**config.mk**
```make
export PLATFORM = sky130hd
export DESIGN_NAME = uram_readout_scheduler_flat
export DESIGN_NICKNAME = d
export VERILOG_FILES = /design/src/rtl/uram_readout_scheduler_if.sv /design/src/rtl/uram_readout_scheduler.sv /design/src/flat_wrapper.sv
export SDC_FILE = /design/constraint.sdc
export NUM_CORES = 1
export LEC_CHECK = 0
export ABC_AREA = 1
export BUFFER_PORTS_ARGS = -buffer_cell sky130_fd_sc_hd__buf_4
export CAP_MARGIN = 0
export CORE_MARGIN = 4
export CORE_UTILIZATION = 45
export CTS_BUF_LIST = sky130_fd_sc_hd__clkbuf_8
export DETAILED_ROUTE_END_ITERATION = 7
export PLACE_DENSITY = 0.66
export SYNTH_ARGS = -nofsm -noshare
export SYNTH_HDL_FRONTEND = slang
export SYNTH_SLANG_ARGS = --single-unit
```
**constraint.sdc**
```tcl
create_clock -name clk_i -period 2.2 [get_ports clk_i]
set_clock_uncertainty 0.15 [all_clocks]
set_input_delay 0.55 -clock clk_i [delete_from_list [all_inputs] [get_ports clk_i]]
set_output_delay 0.55 -clock clk_i [all_outputs]
set_load 0.005 [all_outputs]
```
**src/rtl/uram_readout_scheduler_if.sv**
```systemverilog
// Handshake bundle between the event buffers, the readout state machine,
// the firmware loader and the readout scheduler.
//   slave  : the scheduler (consumes flags, drives pointers and grants)
//   master : the surrounding logic (drives flags, observes pointers and grants)
interface uram_readout_scheduler_if #(
    parameter int unsigned BUF_BITS = 2
) ();
    logic                clk_ce_i;
    logic                write_done_i;
    logic [BUF_BITS-1:0] write_buf_o;
    logic                full_o;
    logic [BUF_BITS:0]   occupancy_o;
    logic [BUF_BITS-1:0] read_buf_o;
    logic                data_available_o;
    logic                complete_i;
    logic                valid_i;
    logic                fw_req_i;
    logic                fw_loading_o;
    logic                fw_done_i;
    logic [15:0]         dropped_o;

    modport slave (
        input  clk_ce_i, write_done_i, complete_i, valid_i, fw_req_i, fw_done_i,
        output write_buf_o, full_o, occupancy_o, read_buf_o, data_available_o,
               fw_loading_o, dropped_o
    );

    modport master (
        output clk_ce_i, write_done_i, complete_i, valid_i, fw_req_i, fw_done_i,
        input  write_buf_o, full_o, occupancy_o, read_buf_o, data_available_o,
               fw_loading_o, dropped_o
    );
endinterface

```
**src/rtl/uram_readout_scheduler.sv**
```systemverilog
// URAM event readout scheduler: tracks filled event buffers, offers them one
// at a time to the readout state machine, and arbitrates the shared readout
// path against firmware loading with a bounded starvation window.
// Ports:
//   clk_i, rstb_i : clock, asynchronous active-low reset
//   bus (slave)   : write_done_i/write_buf_o/full_o/occupancy_o/dropped_o on
//                   the write side; read_buf_o/data_available_o/complete_i/
//                   valid_i/clk_ce_i toward the readout SM; fw_req_i/
//                   fw_loading_o/fw_done_i toward the firmware loader.
//   All outputs are direct register outputs.
module uram_readout_scheduler #(
    parameter int unsigned NBUF      = 4,
    parameter int unsigned BUF_BITS  = 2,
    parameter int unsigned FW_STARVE = 64
) (
    input  logic                   clk_i,
    input  logic                   rstb_i,
    uram_readout_scheduler_if.slave bus
);
    localparam int unsigned OCC_W    = BUF_BITS + 1;
    localparam int unsigned STARVE_W = 8;
    localparam int unsigned DROP_W   = 16;
    localparam logic [OCC_W-1:0]    OCC_FULL   = OCC_W'(NBUF);
    localparam logic [OCC_W-1:0]    OCC_ONE    = OCC_W'(1);
    localparam logic [BUF_BITS-1:0] PTR_ONE    = BUF_BITS'(1);
    localparam logic [STARVE_W-1:0] STARVE_MAX = STARVE_W'(FW_STARVE);
    localparam logic [DROP_W-1:0]   DROP_MAX   = '1;

    typedef enum logic [2:0] {IDLE, READ, DRAIN, FW_GRANT, FW_EXIT} state_t;

    state_t              state_q;
    logic [BUF_BITS-1:0] write_buf_q;
    logic [BUF_BITS-1:0] read_buf_q;
    logic [OCC_W-1:0]    occ_q;
    logic [OCC_W-1:0]    occ_nxt;
    logic                full_q;
    logic                da_q;
    logic                fw_q;
    logic [DROP_W-1:0]   dropped_q;
    logic [STARVE_W-1:0] starve_q;
    logic                ce_seen_q;
    logic                proto_err_q;

    logic retire;
    logic wr_accept;
    logic drop;
    logic fw_priority;

    // A retire in the same cycle frees a buffer, so a write is accepted even when full.
    assign retire      = bus.complete_i && (state_q == READ);
    assign wr_accept   = bus.write_done_i && (!full_q || retire);
    assign drop        = bus.write_done_i && !wr_accept;
    assign fw_priority = (starve_q == STARVE_MAX);

    // Occupancy next value; simultaneous accept and retire cancel.
    always_comb begin
        occ_nxt = occ_q;
        if (wr_accept && !retire) begin
            occ_nxt = occ_q + OCC_ONE;
        end else if (!wr_accept && retire) begin
            occ_nxt = occ_q - OCC_ONE;
        end
    end

    // Buffer pointers, occupancy, full flag and drop counter.
    always_ff @(posedge clk_i or negedge rstb_i) begin
        if (!rstb_i) begin
            write_buf_q <= '0;
            read_buf_q  <= '0;
            occ_q       <= '0;
            full_q      <= 1'b0;
            dropped_q   <= '0;
        end else begin
            if (wr_accept) write_buf_q <= write_buf_q + PTR_ONE;
            if (retire)    read_buf_q  <= read_buf_q + PTR_ONE;
            occ_q  <= occ_nxt;
            full_q <= (occ_nxt == OCC_FULL);
            if (drop && (dropped_q != DROP_MAX)) dropped_q <= dropped_q + DROP_W'(1);
        end
    end

    // Cycles firmware has waited without a grant, saturating.
    always_ff @(posedge clk_i or negedge rstb_i) begin
        if (!rstb_i) begin
            starve_q <= '0;
        end else if (bus.fw_req_i && !fw_q) begin
            if (!fw_priority) starve_q <= starve_q + STARVE_W'(1);
        end else begin
            starve_q <= '0;
        end
    end

    // Readout / firmware arbitration FSM with registered grants.
    always_ff @(posedge clk_i or negedge rstb_i) begin
        if (!rstb_i) begin
            state_q   <= IDLE;
            da_q      <= 1'b0;
            fw_q      <= 1'b0;
            ce_seen_q <= 1'b0;
        end else begin
            case (state_q)
                IDLE: begin
                    if (bus.fw_req_i && ((occ_q == '0) || fw_priority)) begin
                        state_q <= FW_GRANT;
                        fw_q    <= 1'b1;
                    end else if ((occ_q != '0) && !bus.valid_i) begin
                        state_q <= READ;
                        da_q    <= 1'b1;
                    end
                end
                READ: begin
                    if (bus.complete_i) begin
                        state_q   <= DRAIN;
                        da_q      <= 1'b0;
                        ce_seen_q <= 1'b0;
                    end
                end
                // Guarantees the SM samples data_available low on at least one ce.
                DRAIN: begin
                    if (bus.clk_ce_i) ce_seen_q <= 1'b1;
                    if ((ce_seen_q || bus.clk_ce_i) && !bus.valid_i) state_q <= IDLE;
                end
                FW_GRANT: begin
                    if (bus.fw_done_i || !bus.fw_req_i) begin
                        state_q <= FW_EXIT;
                        fw_q    <= 1'b0;
                    end
                end
                // SM needs one ce with fw_loading low to return to HEADER0.
                FW_EXIT: begin
                    if (bus.clk_ce_i) state_q <= IDLE;
                end
                default: begin
                    state_q <= IDLE;
                    da_q    <= 1'b0;
                    fw_q    <= 1'b0;
                end
            endcase
        end
    end

    // Sticky record of a complete flag arriving outside READ.
    always_ff @(posedge clk_i or negedge rstb_i) begin
        if (!rstb_i) begin
            proto_err_q <= 1'b0;
        end else if (bus.complete_i && (state_q != READ)) begin
            proto_err_q <= 1'b1;
        end
    end

    a_grant_exclusive: assert property (@(posedge clk_i) disable iff (!rstb_i) !(da_q && fw_q));
    a_no_proto_err:    assert property (@(posedge clk_i) disable iff (!rstb_i) !proto_err_q);

    assign bus.write_buf_o      = write_buf_q;
    assign bus.read_buf_o       = read_buf_q;
    assign bus.occupancy_o      = occ_q;
    assign bus.full_o           = full_q;
    assign bus.data_available_o = da_q;
    assign bus.fw_loading_o     = fw_q;
    assign bus.dropped_o        = dropped_q;
endmodule
```
**src/flat_wrapper.sv**
```systemverilog
// flat-port wrapper written by rule: the top's interface ports become plain ports
module uram_readout_scheduler_flat 
#(
    parameter int unsigned NBUF      = 4,
    parameter int unsigned BUF_BITS  = 2,
    parameter int unsigned FW_STARVE = 64
)
  (clk_i, rstb_i, bus_clk_ce_i, bus_write_done_i, bus_complete_i, bus_valid_i, bus_fw_req_i, bus_fw_done_i, bus_write_buf_o, bus_full_o, bus_occupancy_o, bus_read_buf_o, bus_data_available_o, bus_fw_loading_o, bus_dropped_o);
  uram_readout_scheduler_if #(.BUF_BITS(BUF_BITS)) bus_i ();
  input  logic clk_i;
  input  logic rstb_i;
  input wire logic [$bits(bus_i.clk_ce_i)-1:0] bus_clk_ce_i;
  input wire logic [$bits(bus_i.write_done_i)-1:0] bus_write_done_i;
  input wire logic [$bits(bus_i.complete_i)-1:0] bus_complete_i;
  input wire logic [$bits(bus_i.valid_i)-1:0] bus_valid_i;
  input wire logic [$bits(bus_i.fw_req_i)-1:0] bus_fw_req_i;
  input wire logic [$bits(bus_i.fw_done_i)-1:0] bus_fw_done_i;
  output wire logic [$bits(bus_i.write_buf_o)-1:0] bus_write_buf_o;
  output wire logic [$bits(bus_i.full_o)-1:0] bus_full_o;
  output wire logic [$bits(bus_i.occupancy_o)-1:0] bus_occupancy_o;
  output wire logic [$bits(bus_i.read_buf_o)-1:0] bus_read_buf_o;
  output wire logic [$bits(bus_i.data_available_o)-1:0] bus_data_available_o;
  output wire logic [$bits(bus_i.fw_loading_o)-1:0] bus_fw_loading_o;
  output wire logic [$bits(bus_i.dropped_o)-1:0] bus_dropped_o;
  assign bus_i.clk_ce_i = bus_clk_ce_i;
  assign bus_i.write_done_i = bus_write_done_i;
  assign bus_i.complete_i = bus_complete_i;
  assign bus_i.valid_i = bus_valid_i;
  assign bus_i.fw_req_i = bus_fw_req_i;
  assign bus_i.fw_done_i = bus_fw_done_i;
  assign bus_write_buf_o = bus_i.write_buf_o;
  assign bus_full_o = bus_i.full_o;
  assign bus_occupancy_o = bus_i.occupancy_o;
  assign bus_read_buf_o = bus_i.read_buf_o;
  assign bus_data_available_o = bus_i.data_available_o;
  assign bus_fw_loading_o = bus_i.fw_loading_o;
  assign bus_dropped_o = bus_i.dropped_o;
  uram_readout_scheduler #(.NBUF(NBUF), .BUF_BITS(BUF_BITS), .FW_STARVE(FW_STARVE)) u_core (.clk_i(clk_i), .rstb_i(rstb_i), .bus(bus_i));
endmodule
```
# Word level (Yosys, flattened, before mapping)
# Index checks and enable logic that the tools add are counted.
# totals
reg_bits	38
in_bits	8
# op_classes
n_addsub	6
eq_ne	17
n_mux	20
bitwise	2
reduce_logical	30
# op_table
op	n
two-way mux 3 bit	8
adder 16 x 1 -> 16 bit, second input constant	1
two-way mux 8 bit	2
!= test 16 bit, second input constant	1
case mux 3 bit (5 select lines)	1
logical AND 1 bit	10
!= test 2 bit, second input constant	5
adder 8 x 1 -> 8 bit, second input constant	1
== test 8 x 7 -> 1 bit, second input constant	1
!= test 2 x 1 -> 1 bit, second input constant	4
== test 3 x 2 -> 1 bit, second input constant	2
== test 3 bit, second input constant	2
logical NOT 1 bit	6
logical NOT 3 bit	2
two-way mux 1 bit	6
case mux 1 bit (3 select lines)	2
AND reduction 3 bit	2
OR reduction 3 bit	2
AND reduction 5 bit	1
adder 2 x 1 -> 2 bit, second input constant	2
logical OR 1 bit	4
AND reduction 4 bit	1
adder 3 x 1 -> 3 bit, second input constant	1
== test 3 x 1 -> 1 bit, second input constant	1
6 further kinds	7

# Logic depth before layout (Yosys ltp)
# depth
depth_word	9
mapped_depth	10
ltp_nobuf	10

# Worst setup path before layout
# No wires, ideal clock.
# synth_path
path_kind	flip-flop to flip-flop
startpoint	register u_core.dropped_q[0] (netlist: u_core.bus.dropped_o[0])
endpoint	register u_core.dropped_q[10] (netlist: u_core.bus.dropped_o[10])
setup_ns	0.120
arrival_time_ns	1.411
path_slack_ns	0.518
path_stages_with_launch	10
path_buffers	1
cell_sequence	dfrtp_1 > ha_1 > inv_1 > nor2_2 > and2_2 > nand3_2 > nand2_4 > buf_4 > o21ai_1 > nand2_1
# synth_between
elab_chain_len	2
# synth_rtl
item	line	text
start, declared	uram_readout_scheduler.sv:39	logic [DROP_W-1:0] dropped_q;
start signal, assigned	uram_readout_scheduler.sv:78	if (drop && (dropped_q != DROP_MAX)) dropped_q <= dropped_q + DROP_W'(1);
branches (longest 2 deep; another with adder 16 x 1 -> 16 bit)	-	
# Several ways; the timed one is not identified.
# A chain may end at the register's enable or synchronous reset.

# Worst setup path after layout
# layout_path
startpoint	register u_core.dropped_q[0] (netlist: u_core.bus.dropped_o[0])
endpoint	register u_core.dropped_q[13] (netlist: u_core.bus.dropped_o[13])
# The elaborated chain is that of the path after synthesis.

==> flow_summary_export.csv <==
group,metric,value,unit
outcome,outcome,"finished clean",
global_route,grt_pass1_vias,1861,
clock_tree,clockRootBuffer,"clkbuf_8",
synth,yosysTopAreaCell,"dfrtp_1",
worst_setup_path,cp.required,2.21,ns
clock_tree,htreeDepth,2,
detailed_routing,routed_wl,4560,um
clock_tree,clk-insertion-delay-late,0.28,ns
sta,relSlewSlack,0.674,
detailed_routing,ant_nets,0,
detailed_routing,drc,0,
synth,synth_seq_cells,38,
finish,final_nets,347,
global_route,grt_pass1_wl,8090,um
sta,post-route-min-period,1.89,ns
global_route,grt_max_degree,39,
worst_setup_path,path_cells,"ha_1 > inv_1 > nor2_2 > and2_2 > nand3_2 > nand2_4 > inv_2 > nand2_1 > o21ai_0",
worst_hold_path,hold_path_class,"primary input to asynchronous set/reset pin",
worst_setup_path,setup.worst_path.class,"flop to flop",
synth,yosysSeqAreaShare,0.436,
global_route,antenna_found_initial,0,
clock_tree,cts_made_buffers,5,
sta,holdWs,0.0732,ns
pwr,p_int,0.00171,W
clock_tree,clkTransAtPathRegs,0.07,ns
synth,synth_area_leaders,"dfrtp_1 44%, nand2_1 16%, inv_1 6.9%",
sta,finalSetupTns,0,ns
synth,yosys_warnings,0,
global_route,grt_use_total,0.165,
pwr,ir_drop,578,uV
placement,gp_congestion,0.827,
synth,syn-instance-count,293,
worst_setup_path,reg2regPathDepth,9,
worst_setup_path,critPathArrivalTime,1.90,ns
floorplan,io_pins,34,
synth,synth_edf_count,0,
pwr,power_switching,0.00106,W
pwr,p_per_area,1070,nW/um2
placement,dp_hpwl,3470,um
pwr,p_leak,1.40,nW
global_route,overflow,0,
worst_setup_path,cp_slowest_stage_delay,0.42,ns
floorplan,initial_utilization,0.465,
sta,setup_viol,0,
finish,antenna_cells,0,
detailed_routing,drtIter0Drc,96,
pwr,combPwrFrac,0.399,
synth,synthFlopType,"dfrtp_1",
clock_tree,post_cts_buffers,0,
sta,post-route-period-util,0.859,
sta,finalHoldViolations,0,
pwr,switching_share,0.383,
synth,async_flop_share,1.00,
sta,tightest_slew,0.489,ns
placement,io_buffers,33,
clock_tree,cts_tree,"done",
synth,synth_top_area_frac,0.436,
detailed_routing,vias_per_cell,4.90,
pwr,clockPowerShare,0.203,
pwr,pwr-share-seq,0.399,
worst_setup_path,critPathSlowestCell,"dfrtp_1",
detailed_routing,wl_per_cell,11.8,um
sta,rsz0062_at_grt,"no",
floorplan,die_h,77.6,um
floorplan,row_count,25,
detailed_routing,dr.pass1.iters,4,
floorplan,core,4690,um2
clock_tree,cts_sinks,38,
synth,syn_area_per_cell,7.44,um2
synth,ys_types,28,
detailed_routing,via_count,1900,
worst_setup_path,crit_path_start_kind,"flop",
clock_tree,cts_repair_resize_count,0,
clock_tree,cts_hold_buf,0,
worst_setup_path,crit_path_max_fanout,17,
finish,area_delta_synth_final,19.2,%
worst_setup_path,crit_path_end_kind,"flop",
synth,synthTopCellsByCount,"94 x nand2_1, 40 x inv_1, 38 x dfrtp_1",
synth,syn_nets,307,
worst_setup_path,path_buf_inv,2,
floorplan,die_area,6020,um2
job,cap_violations,0,
floorplan,die_x,77.6,um
synth,synth.most_common_cell,"nand2_1",
synth,synth_area,2180,um2
clock_tree,ctsLongestPathBuffers,2,
finish,drive_above_1_share,0.156,
sta,slew_violations,0,
worst_setup_path,critPathTopFamily,"simple AND/OR/NAND/NOR gates",
worst_setup_path,path_depth,9,
sta,max_freq,529,MHz
-- cell type report --
| type | count | area, um2 |
|---|---|---|
| well taps | 54 | 67.6 |
| multi-input cells | 212 | 1060 |
| clock buffers | 5 | 68.8 |
| inverters | 41 | 154 |
| flip-flops and latches | 38 | 951 |
| fillers | 462 | 2090 |
| repair buffers | 35 | 263 |
| clock inverters | 3 | 37.5 |
-- per-stage QoR --
step	worst slack, ns	util	total power, W	area, um2	std cells
2_1_floorplan	0.518	-	0.00178	2180	293
3_3_place_gp	0.356	0.531	0.00219	2490	380
3_5_place_dp	0.317	0.531	0.00221	2490	380
4_1_cts	0.291	0.554	0.00279	2600	388
5_1_grt	0.124	0.554	0.00302	2600	388
6_report	0.310	0.554	0.00277	2600	388
-- metal layers --
layer,track usage,wire (um),vias to the layer above
met5,0,0,-
met4,0.0623,50,0
met3,0.0290,169,4
met2,0.277,2130,33
met1,0.212,2220,873
li1,-,-,990
-- sequential cells by signal, summed over array words and instances (netlist names) --
register / flops
u_core.bus.dropped_o: 16
u_core.starve_q: 8
u_core.bus.occupancy_o: 3
u_core.state_q: 3
u_core.bus.read_buf_o: 2
u_core.bus.write_buf_o: 2
u_core.bus.data_available_o: 1
u_core.bus.full_o: 1
u_core.bus.fw_loading_o: 1
u_core.ce_seen_q: 1
-- cell families after synthesis --
logic type	synth area share
simple gates	0.332
buf+inv	0.0792
flops	0.436
compound gates	0.0580
xor+xnor	0.0603
fa+ha+maj	0.0344
-- placed cells by master, fill, tap and decap left out, types with 4 or more instances in the layout --
cell | synthesis | routed
xor2_1 | 11 | 11
nor2_1 | 31 | 31
clkbuf_8 | 0 | 5
ha_1 | 6 | 6
inv_1 | 40 | 42
buf_4 | 1 | 35
nor3_1 | 8 | 8
nand2_1 | 94 | 94
o21ai_0 | 15 | 15
nand3_1 | 18 | 18
a21oi_1 | 6 | 6
dfrtp_1 | 38 | 38
xnor2_1 | 4 | 4
-- final timing paths --
kind                            slack, ns                        to                     start
worst max-delay path                 0.31  u_core.bus.dropped_o[13]   u_core.bus.dropped_o[0]
worst min-delay path                 0.07   u_core.bus.dropped_o[5]                    rstb_i
worst max register to register       0.31  u_core.bus.dropped_o[13]   u_core.bus.dropped_o[0]
worst min register to register       0.33  u_core.bus.read_buf_o[1]  u_core.bus.read_buf_o[1]
max in group asynchronous            1.47          u_core.ce_seen_q                    rstb_i
min in group clk_i                   0.33  u_core.bus.read_buf_o[1]  u_core.bus.read_buf_o[1]
-- power groups by stage --
| stage | clock network, W | logic (W) | registers, W |
|---|---|---|---|
| final | 0.000561 | 0.00110 | 0.00110 |
| after detailed placement | 0 | 0.00110 | 0.00111 |
| after CTS | 0.000577 | 0.00111 | 0.00110 |
| after global routing | 0.000603 | 0.00128 | 0.00113 |
| after floorplan | 0 | 0.000701 | 0.00108 |
| after global placement | 0 | 0.00108 | 0.00111 |
(Power assumes the default switching activity.)
